## config.mk

```make
export PLATFORM = sky130hd
export DESIGN_NAME = vga_timing_scaler
export DESIGN_NICKNAME = d
export VERILOG_FILES = /design/src/rtl/vga_timing_scaler.sv
export SDC_FILE = /design/constraint.sdc
export NUM_CORES = 1
export LEC_CHECK = 0
export ABC_AREA = 1
export CELL_PAD_IN_SITES_DETAIL_PLACEMENT = 1
export CELL_PAD_IN_SITES_GLOBAL_PLACEMENT = 1
export CORE_ASPECT_RATIO = 0.75
export CORE_MARGIN = 3
export CORE_UTILIZATION = 35
export CTS_BUF_LIST = sky130_fd_sc_hd__clkbuf_16
export DETAILED_ROUTE_END_ITERATION = 16
export GPL_ROUTABILITY_DRIVEN = 0
export PLACE_DENSITY_LB_ADDON = 0.1
export SYNTH_ARGS = -nofsm -noshare
export SYNTH_HDL_FRONTEND = slang
export SYNTH_SLANG_ARGS = --single-unit
```

## constraint.sdc

```tcl
create_clock -name iClk -period 2.5 [get_ports iClk]
set_clock_uncertainty 0.2 [all_clocks]
set_input_delay 0.5 -clock iClk [delete_from_list [all_inputs] [get_ports iClk]]
set_output_delay 0.5 -clock iClk [all_outputs]
set_load 0.02 [all_outputs]
```

## src/rtl/vga_timing_scaler.sv

```systemverilog
// VGA raster timing generator (640x480@60 by default) that also maps the visible raster onto a
// centred, integer-scaled video-memory window and drives the memory read coordinates.
module vga_timing_scaler #(
    parameter int CLK_DIV     = 2,
    parameter int H_ACTIVE    = 640,
    parameter int H_FP        = 16,
    parameter int H_SYNC      = 96,
    parameter int H_BP        = 48,
    parameter int V_ACTIVE    = 480,
    parameter int V_FP        = 10,
    parameter int V_SYNC      = 2,
    parameter int V_BP        = 33,
    parameter int MEM_WIDTH_X = 128,
    parameter int MEM_WIDTH_Y = 128,
    parameter int SCALE       = 3,
    parameter int WIN_X0      = 128,
    parameter int WIN_Y0      = 48
) (
    input  logic       iClk,
    input  logic       iReset,
    output logic       oHSync,
    output logic       oVSync,
    output logic [6:0] oVideoMemX,
    output logic [6:0] oVideoMemY,
    output logic       oInWindow,
    output logic       oDisplayActive,
    output logic       oPixelTick,
    output logic       oFrameStart
);

    localparam int H_TOTAL = H_ACTIVE + H_FP + H_SYNC + H_BP;
    localparam int V_TOTAL = V_ACTIVE + V_FP + V_SYNC + V_BP;
    localparam int PS_W    = (CLK_DIV > 1) ? $clog2(CLK_DIV) : 1;
    localparam int SX_W    = (SCALE > 1) ? $clog2(SCALE) : 1;

    localparam logic [PS_W-1:0] PS_LAST  = PS_W'(CLK_DIV - 1);
    localparam logic [SX_W-1:0] SX_LAST  = SX_W'(SCALE - 1);
    localparam logic [9:0]      H_LAST   = 10'(H_TOTAL - 1);
    localparam logic [9:0]      V_LAST   = 10'(V_TOTAL - 1);
    localparam logic [9:0]      H_ACT    = 10'(H_ACTIVE);
    localparam logic [9:0]      V_ACT    = 10'(V_ACTIVE);
    localparam logic [9:0]      HS_START = 10'(H_ACTIVE + H_FP);
    localparam logic [9:0]      HS_END   = 10'(H_ACTIVE + H_FP + H_SYNC);
    localparam logic [9:0]      VS_START = 10'(V_ACTIVE + V_FP);
    localparam logic [9:0]      VS_END   = 10'(V_ACTIVE + V_FP + V_SYNC);
    localparam logic [9:0]      WX0      = 10'(WIN_X0);
    localparam logic [9:0]      WX1      = 10'(WIN_X0 + SCALE * MEM_WIDTH_X);
    localparam logic [9:0]      WY0      = 10'(WIN_Y0);
    localparam logic [9:0]      WY1      = 10'(WIN_Y0 + SCALE * MEM_WIDTH_Y);

    logic [PS_W-1:0] prescaler_q, prescaler_d;
    logic [9:0]      hcount_q, hcount_d;
    logic [9:0]      vcount_q, vcount_d;
    logic [SX_W-1:0] sx_q, sx_d;
    logic [SX_W-1:0] sy_q, sy_d;
    logic [6:0]      mem_x_q, mem_x_d;
    logic [6:0]      mem_y_q, mem_y_d;
    logic            hsync_q, hsync_d;
    logic            vsync_q, vsync_d;
    logic [6:0]      vmem_x_q, vmem_x_d;
    logic [6:0]      vmem_y_q, vmem_y_d;
    logic            in_window_q, in_window_d;
    logic            active_q, active_d;
    logic            pixel_tick_q, pixel_tick_d;
    logic            frame_start_q, frame_start_d;

    logic tick;
    logic h_in_win;
    logic v_in_win;

    always_comb begin
        // NOTE: every signal gets a default first so no path leaves it unassigned (no latches).
        prescaler_d   = prescaler_q;
        hcount_d      = hcount_q;
        vcount_d      = vcount_q;
        sx_d          = sx_q;
        sy_d          = sy_q;
        mem_x_d       = mem_x_q;
        mem_y_d       = mem_y_q;
        hsync_d       = hsync_q;
        vsync_d       = vsync_q;
        vmem_x_d      = vmem_x_q;
        vmem_y_d      = vmem_y_q;
        in_window_d   = in_window_q;
        active_d      = active_q;
        frame_start_d = 1'b0;

        tick         = (prescaler_q == PS_LAST);
        h_in_win     = (hcount_q >= WX0) && (hcount_q < WX1);
        v_in_win     = (vcount_q >= WY0) && (vcount_q < WY1);
        pixel_tick_d = tick;
        prescaler_d  = tick ? '0 : prescaler_q + PS_W'(1);

        if (tick) begin
            // Outputs capture the position being presented, before the counters move on.
            hsync_d       = !((hcount_q >= HS_START) && (hcount_q < HS_END));
            vsync_d       = !((vcount_q >= VS_START) && (vcount_q < VS_END));
            active_d      = (hcount_q < H_ACT) && (vcount_q < V_ACT);
            in_window_d   = h_in_win && v_in_win;
            vmem_x_d      = (h_in_win && v_in_win) ? mem_x_q : 7'd0;
            vmem_y_d      = (h_in_win && v_in_win) ? mem_y_q : 7'd0;
            frame_start_d = (hcount_q == 10'd0) && (vcount_q == 10'd0);

            if (h_in_win) begin
                if (sx_q == SX_LAST) begin
                    sx_d    = '0;
                    mem_x_d = mem_x_q + 7'd1;
                end else begin
                    sx_d = sx_q + SX_W'(1);
                end
            end else begin
                sx_d    = '0;
                mem_x_d = 7'd0;
            end

            if (hcount_q == H_LAST) begin
                hcount_d = 10'd0;
                if (vcount_q == V_LAST) begin
                    vcount_d = 10'd0;
                    sy_d     = '0;
                    mem_y_d  = 7'd0;
                end else begin
                    vcount_d = vcount_q + 10'd1;
                    if (v_in_win) begin
                        if (sy_q == SX_LAST) begin
                            sy_d    = '0;
                            mem_y_d = mem_y_q + 7'd1;
                        end else begin
                            sy_d = sy_q + SX_W'(1);
                        end
                    end
                end
            end else begin
                hcount_d = hcount_q + 10'd1;
            end
        end
    end

    // NOTE: sequential state uses non-blocking assignments so every flop samples pre-edge values.
    always_ff @(posedge iClk or posedge iReset) begin
        if (iReset) begin
            prescaler_q   <= '0;
            hcount_q      <= 10'd0;
            vcount_q      <= 10'd0;
            sx_q          <= '0;
            sy_q          <= '0;
            mem_x_q       <= 7'd0;
            mem_y_q       <= 7'd0;
            hsync_q       <= 1'b1;
            vsync_q       <= 1'b1;
            vmem_x_q      <= 7'd0;
            vmem_y_q      <= 7'd0;
            in_window_q   <= 1'b0;
            active_q      <= 1'b0;
            pixel_tick_q  <= 1'b0;
            frame_start_q <= 1'b0;
        end else begin
            prescaler_q   <= prescaler_d;
            hcount_q      <= hcount_d;
            vcount_q      <= vcount_d;
            sx_q          <= sx_d;
            sy_q          <= sy_d;
            mem_x_q       <= mem_x_d;
            mem_y_q       <= mem_y_d;
            hsync_q       <= hsync_d;
            vsync_q       <= vsync_d;
            vmem_x_q      <= vmem_x_d;
            vmem_y_q      <= vmem_y_d;
            in_window_q   <= in_window_d;
            active_q      <= active_d;
            pixel_tick_q  <= pixel_tick_d;
            frame_start_q <= frame_start_d;
        end
    end

    assign oHSync         = hsync_q;
    assign oVSync         = vsync_q;
    assign oVideoMemX     = vmem_x_q;
    assign oVideoMemY     = vmem_y_q;
    assign oInWindow      = in_window_q;
    assign oDisplayActive = active_q;
    assign oPixelTick     = pixel_tick_q;
    assign oFrameStart    = frame_start_q;

endmodule
```

==> metrics.md <==
| Metric | Value |
|---|---|
| Final Cycle Share | 0.8592 |
| CTS clock-pin slew for the worst setup and hold paths | 50 ps |
| WL final | 7838 µm |
| Sequential standard cell area | 1479 µm² |
| Yosys cell types | 35 |
| Final ANT Viol Nets | 0 |
| Placeable Area | 8600 µm² |
| Slew headroom | 0.6828 |
| Initial antenna violation count | 0 |
| Nets | 432 |
| Worst-skew pair later-pin latency | 330 ps |
| Highest clock rate | 465.6 MHz |
| Critical path arrival | 1450 ps |
| Root Driver | clkbuf_16 |
| Number of flops mapped to enable cells by yosys | 0 |
| Post-Syn Area | 3133 µm² |
| Critical path startpoint | oVSync$_DFFE_PP1P_ |
| Ys Warns | 0 |
| Routed len/inst | 14.65 µm |
| Share of the synthesized area in the top cell type | 0.4553 |
| Worst Setup Path Type | flip-flop to primary output |
| PortBufs | 21 |
| I/O pins | 22 |
| Multi-input gate area | 1384 µm² |
| Worst Path Required | 1800 ps |
| Hold Path Class | flip-flop to flip-flop |
| R2R depth | 10 |
| Max cap viols | 0 |
| Final HPWL DP | 5802 µm |
| Leading area contributor after synthesis | dfrtp_1 |
| Count of state elements after synthesis | 59 |
| CTS tree | yes |
| TritonCTS Buffers | 9 |
| Buf/Inv on CP | 1 |
| Startpoint Class | flip-flop |
| Area of the die | 10130 µm² |
| Pin count of the biggest net entering global routing | 26 |
| Design area | 3752 µm² |
| Vias | 2631 |
| CTS resizes | 0 |
| Cell chain of the critical path | clkdlybuf4s50_1 |
| Vias in the first global route | 2783 |
| Power per cell area | 571.2 nW/µm² |
| CP max stage delay | 600 ps |
| Status | finished, final reports clean |
| Area growth syn-to-layout | 19.77% |
| Synthesized instance count | 394 |
| Row Count | 29 |
| Reg2reg start | vcount_q[0]$_DFFE_PP0P_ |
| Postcts setup bufs | 0 |
| Post-synthesis net count | 402 |
| Post-DP Area | 3480 µm² |
| Async SR Flop Fraction | 1.000 |
| Sequential-to-total area share from yosys stat | 0.4720 |
| First-pass GRT wire length | 13790 µm |
| Critical Path Fanout Max | 2 |
| Worst VDD drop | 0.4241 mV |
| Flop2flop setup slack | 460 ps |
| Via/cell ratio | 4.918 |
| ANT cells | 0 |
| Initial Utilization | 0.3643 |
| Drt first pass iters | 4 |
| All-Layer GR Usage | 0.1758 |
| LEAKAGE | 0.001779 µW |
| Clock Sinks | 59 |
| Worst setup path endpoint | oVSync |
| Setup TNS | 0 ps |
| Final core utilization | 0.4363 |
| Hold buffer count at cts | 0 |
| CP max-delay cell | clkdlybuf4s50_1 |
| Hold Violations, Final | 0 |
| Slew Limit Fails | 0 |
| Crit path time final | 2148 ps |
| Share of layout cells above drive strength 1 | 0.1054 |
| Slew of the pin with the lowest slew margin | 475.1 ps |
| Final setup viols | 0 |
| DRC Markers | 0 |
| Critical path's top delay family | buffers and inverters |
| Synth Flop Type | dfrtp_1 |
| Longest Clk Path Bufs | 2 |
| Worst path depth | 1 |
| DRT iter0 DRCs | 122 |
| Worst setup EP type | primary output |
| Htree depth | 3 |
| Avg Cell Area, Syn | 7.952 µm² |
| Top post-synthesis cells by area | dfrtp_1 46%, nand2_1 11%, inv_1 6.5%, nand3_1 5.9%, nor2_1 4.8% |
| Filler Cell Count | 1058 |
| Grt ovf | 0 |
| Vert. Die Dim | 87.94 µm |
| Die X | 115.3 µm |
| RSZ-0062 raised after global routing | no |
| Critical R2R Capture | mem_y_q[5]$_DFFE_PP0P_ |
==> cells in the mapped netlist, types with 4 or more instances <==
cell type,instances
nand2_1,94
dfrtp_1,57
inv_1,54
nor2_1,40
nand3_1,37
o21ai_0,28
nand4_1,10
xor2_1,9
nor3_1,8
a21oi_1,6
ha_1,6
o21ai_1,6
nand2_2,5
inv_2,4
==> metrics by stage <==
stage	total power [µW]	cells	hold WS, ps	setup slack [ps]
6_report	2143	535	280.0	352.1
5_1_grt	2223	535	314.0	297.9
4_1_cts	2186	535	288.3	332.9
3_5_place_dp	1001	521	274.8	511.5
3_3_place_gp	1000	521	264.8	634.7
2_1_floorplan	986.4	394	168.9	347.0
==> cell usage in the layout (no fill, tap or decap), types with 2 or more instances in the layout <==
master	n
or2_2	3
buf_4	4
a21oi_1	6
xor2_1	9
nor3_1	8
nor2_1	40
ha_1	6
clkinv_2	2
dfrtp_1	57
nor2_4	2
inv_2	5
dfstp_2	2
nand4_1	10
clkbuf_16	9
nand2_1	94
nor2_2	3
clkinv_1	2
clkdlybuf4s50_1	21
inv_1	54
o21ai_1	6
o21ai_0	28
nand2_2	5
nand3_1	37
==> flip-flops by register name (all words and copies together), names as in the netlist <==
name            count
sy_q                2
oDisplayActive      1
vcount_q           10
mem_x_q             7
oVideoMemX          7
oFrameStart         1
pixel_tick_d        1
oHSync              1
oVideoMemY          7
oPixelTick          1
sx_q                2
oInWindow           1
oVSync              1
mem_y_q             7
hcount_q           10
==> layout make-up <==
cell class / count / area share
repair buffers: 26 / 0.06936
multi-input cells: 269 / 0.3688
well taps: 108 / 0.03601
clock inverters: 5 / 0.01267
inverters: 59 / 0.05902
flip-flops and latches: 59 / 0.3941
clock buffers: 9 / 0.06002
==> worst min path at each step <==
stage                                    startpoint                   endpoint  slack [ps]  cells after the start
after global routing      oVideoMemY[5]$_DFFE_PP0P_  oVideoMemY[5]$_DFFE_PP0P_         310                      2
after floorplan              pixel_tick_d$_DFF_PP0_       oPixelTick$_DFF_PP0_         170                      0
after detailed placement  oVideoMemX[6]$_DFFE_PP0P_  oVideoMemX[6]$_DFFE_PP0P_         270                      2
final                     oVideoMemX[5]$_DFFE_PP0P_  oVideoMemX[5]$_DFFE_PP0P_         280                      2
after global placement        oInWindow$_DFFE_PP0P_      oInWindow$_DFFE_PP0P_         260                      2
after CTS                 oVideoMemX[6]$_DFFE_PP0P_  oVideoMemX[6]$_DFFE_PP0P_         290                      2
==> power breakdown <==
group / internal [µW] / leakage [µW] / switching [µW]
sequential: 957 / 0.000799 / 0
clock: 747 / 0.000140 / 414
combinational: 5.65 / 0.000841 / 20.2
total: 1710 / 0.00178 / 434
==> logic make-up (layout without fill, tap and decap cells) <==
| group | after synthesis | after routing | synth area share |
|---|---|---|---|
| AOI/OAI and AO/OA | 43 | 43 | 0.07468 |
| xor gates and xnor gates | 10 | 10 | 0.02796 |
| adders and majority gates | 6 | 6 | 0.02396 |
| buffers and inverters | 66 | 99 | 0.08626 |
| DFF | 59 | 59 | 0.4720 |
| and+or+nand+nor | 210 | 210 | 0.3151 |
==> layer usage <==
layer / routed length [µm] / global-route usage / part of all wire
met3: 279 / 0.05594 / 0.036
met4: 100 / 0.05437 / 0.013
met1: 4006 / 0.2402 / 0.51
met2: 3452 / 0.2673 / 0.44
met5: 0 / 0 / 0
(Power assumes the default switching activity.)
